==> src/rtl/fifo_arb_pkg.sv <==
// Shared definitions for the FIFO write-side arbiter and the FIFO wrapper.
package fifo_arb_pkg;

    typedef enum logic {
        IDLE  = 1'b0,
        GRANT = 1'b1
    } arb_state_t;

    localparam int DEF_N_REQ     = 4;
    localparam int DEF_DATA_W    = 8;
    localparam int DEF_MAX_BURST = 4;

    function automatic int clog2(input int n);
        int r;
        r = 0;
        for (int i = 0; i < 31; i++) begin
            if ((1 << i) < n) r = i + 1;
        end
        return r;
    endfunction

endpackage

==> src/rtl/rr_pick.sv <==
// Combinational round-robin picker: scans from rr_last+1 upward (mod N_REQ),
// optionally skipping one index, and returns the first requesting index.
module rr_pick #(
    parameter int N_REQ = 4,
    parameter int IDX_W = 2
) (
    input  logic [N_REQ-1:0] req,
    input  logic [IDX_W-1:0] rr_last,
    input  logic             excl_en,
    input  logic [IDX_W-1:0] excl_idx,
    output logic [IDX_W-1:0] winner,
    output logic             valid
);

    logic [IDX_W-1:0] cand;

    always_comb begin
        winner = '0;
        valid  = 1'b0;
        cand   = '0;
        for (int i = 1; i <= N_REQ; i++) begin
            cand = IDX_W'((int'(rr_last) + i) % N_REQ);
            if (!valid && req[cand] && !(excl_en && (cand == excl_idx))) begin
                valid  = 1'b1;
                winner = cand;
            end
        end
    end

endmodule

==> src/rtl/fifo_wr_arbiter.sv <==
// Round-robin write arbiter sharing one FIFO write port among N_REQ producers,
// with bounded bursts per grant and stalling on FIFO full.
module fifo_wr_arbiter
    import fifo_arb_pkg::*;
#(
    parameter int N_REQ     = DEF_N_REQ,
    parameter int DATA_W    = DEF_DATA_W,
    parameter int MAX_BURST = DEF_MAX_BURST,
    parameter int IDX_W     = clog2(N_REQ)
) (
    input  logic                    clk,
    input  logic                    rst,
    input  logic [N_REQ-1:0]        req,
    input  logic [N_REQ*DATA_W-1:0] req_data,
    input  logic                    fifo_full,
    output logic [N_REQ-1:0]        grant,
    output logic [N_REQ-1:0]        ack,
    output logic                    fifo_wr_en,
    output logic [DATA_W-1:0]       fifo_din,
    output logic [IDX_W-1:0]        owner,
    output logic                    busy
);

    arb_state_t       state, state_nxt;
    logic [IDX_W-1:0] owner_nxt;
    logic [IDX_W-1:0] rr_last, rr_last_nxt;
    logic [3:0]       beat_cnt, beat_nxt;
    logic [N_REQ-1:0] grant_nxt;
    logic             busy_nxt;
    logic             regrant_gap, regrant_gap_nxt;

    logic             in_grant;
    logic             owner_req;
    logic             accept;
    logic             last_beat;
    logic             release_now;
    logic [IDX_W-1:0] pick_last;
    logic [IDX_W-1:0] pick_winner;
    logic             pick_valid;
    logic [DATA_W-1:0] words [N_REQ];

    for (genvar g = 0; g < N_REQ; g++) begin : g_words
        assign words[g] = req_data[g*DATA_W +: DATA_W];
    end

    assign in_grant  = (state == GRANT);
    assign owner_req = req[owner];
    // A regranted sole owner sits out one cycle so burst boundaries stay visible.
    assign accept      = in_grant & owner_req & ~fifo_full & ~rst & ~regrant_gap;
    assign last_beat   = accept & (beat_cnt == 4'(MAX_BURST - 1));
    assign release_now = in_grant & (~owner_req | last_beat);

    // On release the scan starts just past the owner, which is excluded.
    assign pick_last = in_grant ? owner : rr_last;

    rr_pick #(
        .N_REQ (N_REQ),
        .IDX_W (IDX_W)
    ) u_rr_pick (
        .req      (req),
        .rr_last  (pick_last),
        .excl_en  (in_grant),
        .excl_idx (owner),
        .winner   (pick_winner),
        .valid    (pick_valid)
    );

    assign fifo_wr_en = accept;
    assign ack        = accept ? (N_REQ'(1) << owner) : '0;
    assign fifo_din   = busy ? words[owner] : '0;

    always_comb begin
        state_nxt       = state;
        owner_nxt       = owner;
        rr_last_nxt     = rr_last;
        beat_nxt        = beat_cnt;
        grant_nxt       = grant;
        busy_nxt        = busy;
        regrant_gap_nxt = 1'b0;
        case (state)
            IDLE: begin
                if (pick_valid) begin
                    state_nxt = GRANT;
                    owner_nxt = pick_winner;
                    grant_nxt = N_REQ'(1) << pick_winner;
                    busy_nxt  = 1'b1;
                    beat_nxt  = '0;
                end
            end
            GRANT: begin
                if (release_now) begin
                    rr_last_nxt = owner;
                    if (pick_valid) begin
                        owner_nxt = pick_winner;
                        grant_nxt = N_REQ'(1) << pick_winner;
                        beat_nxt  = '0;
                    end else if (owner_req && last_beat) begin
                        beat_nxt        = '0;
                        regrant_gap_nxt = 1'b1;
                    end else begin
                        state_nxt = IDLE;
                        grant_nxt = '0;
                        busy_nxt  = 1'b0;
                        beat_nxt  = '0;
                    end
                end else if (accept) begin
                    beat_nxt = beat_cnt + 4'd1;
                end
            end
            default: begin
                state_nxt = IDLE;
                grant_nxt = '0;
                busy_nxt  = 1'b0;
            end
        endcase
    end

    always_ff @(posedge clk) begin
        if (rst) begin
            state       <= IDLE;
            grant       <= '0;
            busy        <= 1'b0;
            owner       <= '0;
            beat_cnt    <= '0;
            rr_last     <= IDX_W'(N_REQ - 1);
            regrant_gap <= 1'b0;
        end else begin
            state       <= state_nxt;
            grant       <= grant_nxt;
            busy        <= busy_nxt;
            owner       <= owner_nxt;
            beat_cnt    <= beat_nxt;
            rr_last     <= rr_last_nxt;
            regrant_gap <= regrant_gap_nxt;
        end
    end

endmodule

==> config.mk <==
export PLATFORM = sky130hd
export DESIGN_NAME = fifo_wr_arbiter
export DESIGN_NICKNAME = d
export VERILOG_FILES = /design/src/rtl/fifo_arb_pkg.sv /design/src/rtl/rr_pick.sv /design/src/rtl/fifo_wr_arbiter.sv
export SDC_FILE = /design/constraint.sdc
export NUM_CORES = 1
export LEC_CHECK = 0
export BUFFER_PORTS_ARGS = -buffer_cell sky130_fd_sc_hd__buf_2
export CAP_MARGIN = 20
export CORE_ASPECT_RATIO = 1.4
export CORE_UTILIZATION = 50
export CTS_CLUSTER_SIZE = 28
export DETAILED_ROUTE_END_ITERATION = 8
export PLACE_DENSITY = 0.93
export SYNTH_ARGS = -nofsm -noshare
export SYNTH_HDL_FRONTEND = slang
export SYNTH_SLANG_ARGS = --single-unit
==> constraint.sdc <==
create_clock -name clk -period 6.2 [get_ports clk]
set_input_delay 0.31 -clock clk [delete_from_list [all_inputs] [get_ports clk]]
set_output_delay 0.31 -clock clk [all_outputs]
set_load 0.02 [all_outputs]
==> results.md <==
Run status:
- The flow ran to the end, and the final reports show no timing, DRC or antenna violations.

Placed design:
- The global placer's final weighted congestion is 0.9165.
- The count of buffers from port buffering is 58.
- The number of placed instances, taps included, is 223.
- The HPWL after detailed placement is 2773 um.

Clocking:
- The number of setup buffers added after CTS is 0.
- The quantity of gates resized following cts is 0.
- The count of hold-fix buffers inserted at cts is 0.
- The maximum number of buffers from clock root to sink is 2.
- The clock-pin slew of the registers on the worst-case setup and hold paths is 0.09 ns.
- The cell sitting at the root of the clock tree is a sky130_fd_sc_hd__clkbuf_4.
- The clock net in this run drives a total of 15 sinks.
- The clock reaches the later pin of the worst-skew pair after 0.30 ns.
- Buffers inserted during clock tree synthesis total 3.
- The clock tree from TritonCTS is yes.
- In this run the number of H-tree levels came out at 1.

Finish:
- The number of nets at the end of the flow is 234.
- The repair_antennas step left the layout with diodes totalling 0.
- The library cells used most frequently in the layout, excluding fill and tap cells, are sky130_fd_sc_hd__buf_2, sky130_fd_sc_hd__nand2_1, sky130_fd_sc_hd__dfxtp_1.
- The final non-filler cell total is 227.
- The most common library cell in the layout ignoring fill and taps is sky130_fd_sc_hd__buf_2.
- The post-route netlist has 39.38% of its cells at a drive strength greater than 1.
- Relative to the synthesized area, the layout overhead comes to 23.03%.
- Measured on the finished design, the core utilization comes to 65.53%.

Global route:
- Entering global routing, the biggest net connects 20 pins.
- The overall routing resource usage is 25.39%.
- The overflow left after global routing is 0.
- The global-route wire length before repair is 5092 um.
- The number of global-route vias before repair is 1192.
- The number of antenna violations at the first check in global routing is 0.

Synth:
- Of all flip-flops after synthesis, the portion carrying an async set or reset was 0%.
- The proportion of netlist area held by the largest area contributor is 23.32%.
- The gate count of the mapped netlist is 144.
- The synthesized area per cell is 8.941 sq um.
- The post-synth design cell area is 1287 sq um.
- The number of nets in the synthesized netlist is 184.
- The synthesized design contains 15 register bits.
- After synthesis, flip-flops and latches occupy 23.32% of the total area.
- The most frequently used flop master after synthesis is sky130_fd_sc_hd__dfxtp_1.
- The count of distinct cell types in the synthesized netlist is 41.
- In the post-synthesis netlist, the biggest area contributors are sky130_fd_sc_hd__dfxtp_1, sky130_fd_sc_hd__mux4_2, sky130_fd_sc_hd__mux2i_1.
- Of all cell types, the one taking the most synthesized area is sky130_fd_sc_hd__dfxtp_1.
- The number of synthesized flops with an enable pin is 0.
- The count of synthesis-stage warnings from yosys is 0.

Drt:
- The antenna violation net count after detailed routing is 0.
- The DRC violation count after routing is 0.
- The overall via count from detail_route is 1366.
- The first routing iteration left 35 violations.
- In the final routed layout, each cell accounts on average for 15.28 um.
- The first-pass iteration count of the detailed router is 4.
- Wires add up to 3468 um.
- In the routed layout, each cell is associated on average with a via count of 6.018.

Die:
- Row generation in the floorplan step produced 21 rows.
- The initial core utilization is 53.26%.
- The die area is 2785 sq um.
- The die height is 62.04 um.
- The area of the placeable core is 2417 sq um.
- The die is 44.89 um wide.
- During I/O placement, the number of pins put on the boundary was 59.

Power and ir drop:
- Registers are responsible for 35.2% of the overall power.
- Of the total power, the share spent switching nets is 42.61%.
- In this run the power spent charging and discharging nets is 178.2 uW.
- The cell area power density is 264.0 nW/um^2.
- The clock network is responsible for 13.8% of the overall power.
- Combinational logic burns 51.0% of the power.
- Internal power comes to 240.0 uW.
- The worst supply voltage drop on vdd is 0.1670 mV.
- The analysis attributes to cell leakage a power of 0.7612 nW.

Worst setup path:
- The worst setup path is of the reg2out kind.
- The element type at the critical path end is a primary output.
- The startpoint type of the worst setup path is a flip-flop.
- The setup check on the worst reg-to-reg path leaves a slack of 3.53 ns.
- The depth of the worst register-to-register path is 6.
- The required time of the critical path is 5.89 ns.
- Of all nets on the critical path, the largest fanout is 19.
- At the worst endpoint, the arrival time is 2.56 ns.

STA:
- Static timing analysis puts the maximum clock frequency at 0.3479 GHz.
- The headroom to the max-slew limit is 41.39%.
- At the pin with the least slew margin, the transition time is 0.8780 ns.
- Summed over all failing endpoints, the final setup total negative slack is 0 ns.
- The worst clock skew on the final layout is 0.01040 ns.
- The count of pins over their slew limit is 0.
- The worst path uses 46.37% of the clock period.
- The shortest period the worst path allows is 2.875 ns.
- The final hold violation count came to 0.
- Setup repair after global routing left no endpoint under its margin.
- Setup violations remaining at the end of the flow were counted as 0.

Min path:
- The path class of the tightest hold or removal check is in2reg.
- Along the worst hold path, the cell count comes to 2.

Run:
- Max-cap violations in this run came to 0.
-- per-layer routing --
layer / wire length (um) / GRT usage [%]
met3: 364 / 4.046
met1: 1198 / 26.31
met4: 106 / 14.72
met2: 1799 / 47.69
met5: 0 / 0
-- area by class of cell --
cell class / instances / area [sq um]
Clock buffer: 4 / 26.28
Fill cell: 204 / 833.3
Inverter: 4 / 15.01
Multi-Input combinational cell: 112 / 909.6
Sequential cell: 15 / 300.3
Tap cell: 34 / 42.54
Timing Repair Buffer: 58 / 290.3
-- synthesized netlist by cell type (2+ instances only) --
cell	count
sky130_fd_sc_hd__a22o_1	2
sky130_fd_sc_hd__clkbuf_1	6
sky130_fd_sc_hd__a31oi_1	5
sky130_fd_sc_hd__a21oi_1	7
sky130_fd_sc_hd__o21ai_0	3
sky130_fd_sc_hd__inv_1	4
sky130_fd_sc_hd__or3_1	4
sky130_fd_sc_hd__mux2i_1	12
sky130_fd_sc_hd__xor2_1	2
sky130_fd_sc_hd__and2_1	9
sky130_fd_sc_hd__nor3_1	4
sky130_fd_sc_hd__nor2_1	7
sky130_fd_sc_hd__mux4_2	10
sky130_fd_sc_hd__o32ai_1	2
sky130_fd_sc_hd__nand3b_1	2
sky130_fd_sc_hd__dfxtp_1	15
sky130_fd_sc_hd__nand2_1	15
sky130_fd_sc_hd__a211oi_1	4
sky130_fd_sc_hd__nand3_1	3
sky130_fd_sc_hd__mux2_2	2
sky130_fd_sc_hd__buf_2	5
sky130_fd_sc_hd__nor2b_1	2
-- worst max-delay path, cell delays in order (launching register included) --
cell	delay [ns]
sky130_fd_sc_hd__dfxtp_1	0.90
sky130_fd_sc_hd__mux4_2	0.68
sky130_fd_sc_hd__nand2_1	0.24
sky130_fd_sc_hd__nor2_1	0.11
sky130_fd_sc_hd__and3_1	0.19
sky130_fd_sc_hd__buf_2	0.15
-- logic make-up after synthesis --
kind of cell	synth area share, %
multiplexers	28.57
AND/OR/NAND/NOR	23.13
adder cells (fa/ha/maj)	0.9717
XOR/XNOR	1.361
buffers and inverters	6.024
AO/OA/AOI/OAI	16.62
flip-flops	23.32
-- per-stage QoR --
step	hold WS [ns]	setup slack, ns	power, mW	cell area, sq um
2_1_floorplan	0.4521	3.928	0.3065	1287
3_3_place_gp	0.4450	3.694	0.3530	1558
3_5_place_dp	0.4510	3.577	0.3597	1558
4_1_cts	0.3100	3.337	0.4164	1584
5_1_grt	0.3207	3.169	0.4455	1584
6_report	0.3121	3.325	0.4181	1584
-- final timing paths --
path,from,to
setup / recovery,owner[0],ack[3]
hold reg to reg,grant[0],grant[0]
hold / removal,rst,in_grant
setup reg to reg,owner[1],grant[1]
-- flip-flops by register name, indices dropped and copies added (netlist names) --
signal and count:
beat_cnt 4, busy 1, grant 4, in_grant 1, owner 2, regrant_gap 1, rr_last 2
-- power groups by stage --
stage | Combinational, mW | Clock, mW | Sequential [mW]
global placement | 0.205 | 0 | 0.148
floorplan | 0.174 | 0 | 0.133
finish | 0.213 | 0.0576 | 0.147
global route | 0.230 | 0.0628 | 0.152
detailed placement | 0.211 | 0 | 0.149
CTS | 0.211 | 0.0584 | 0.147
Note: power is estimated with default switching activity, not from simulation.
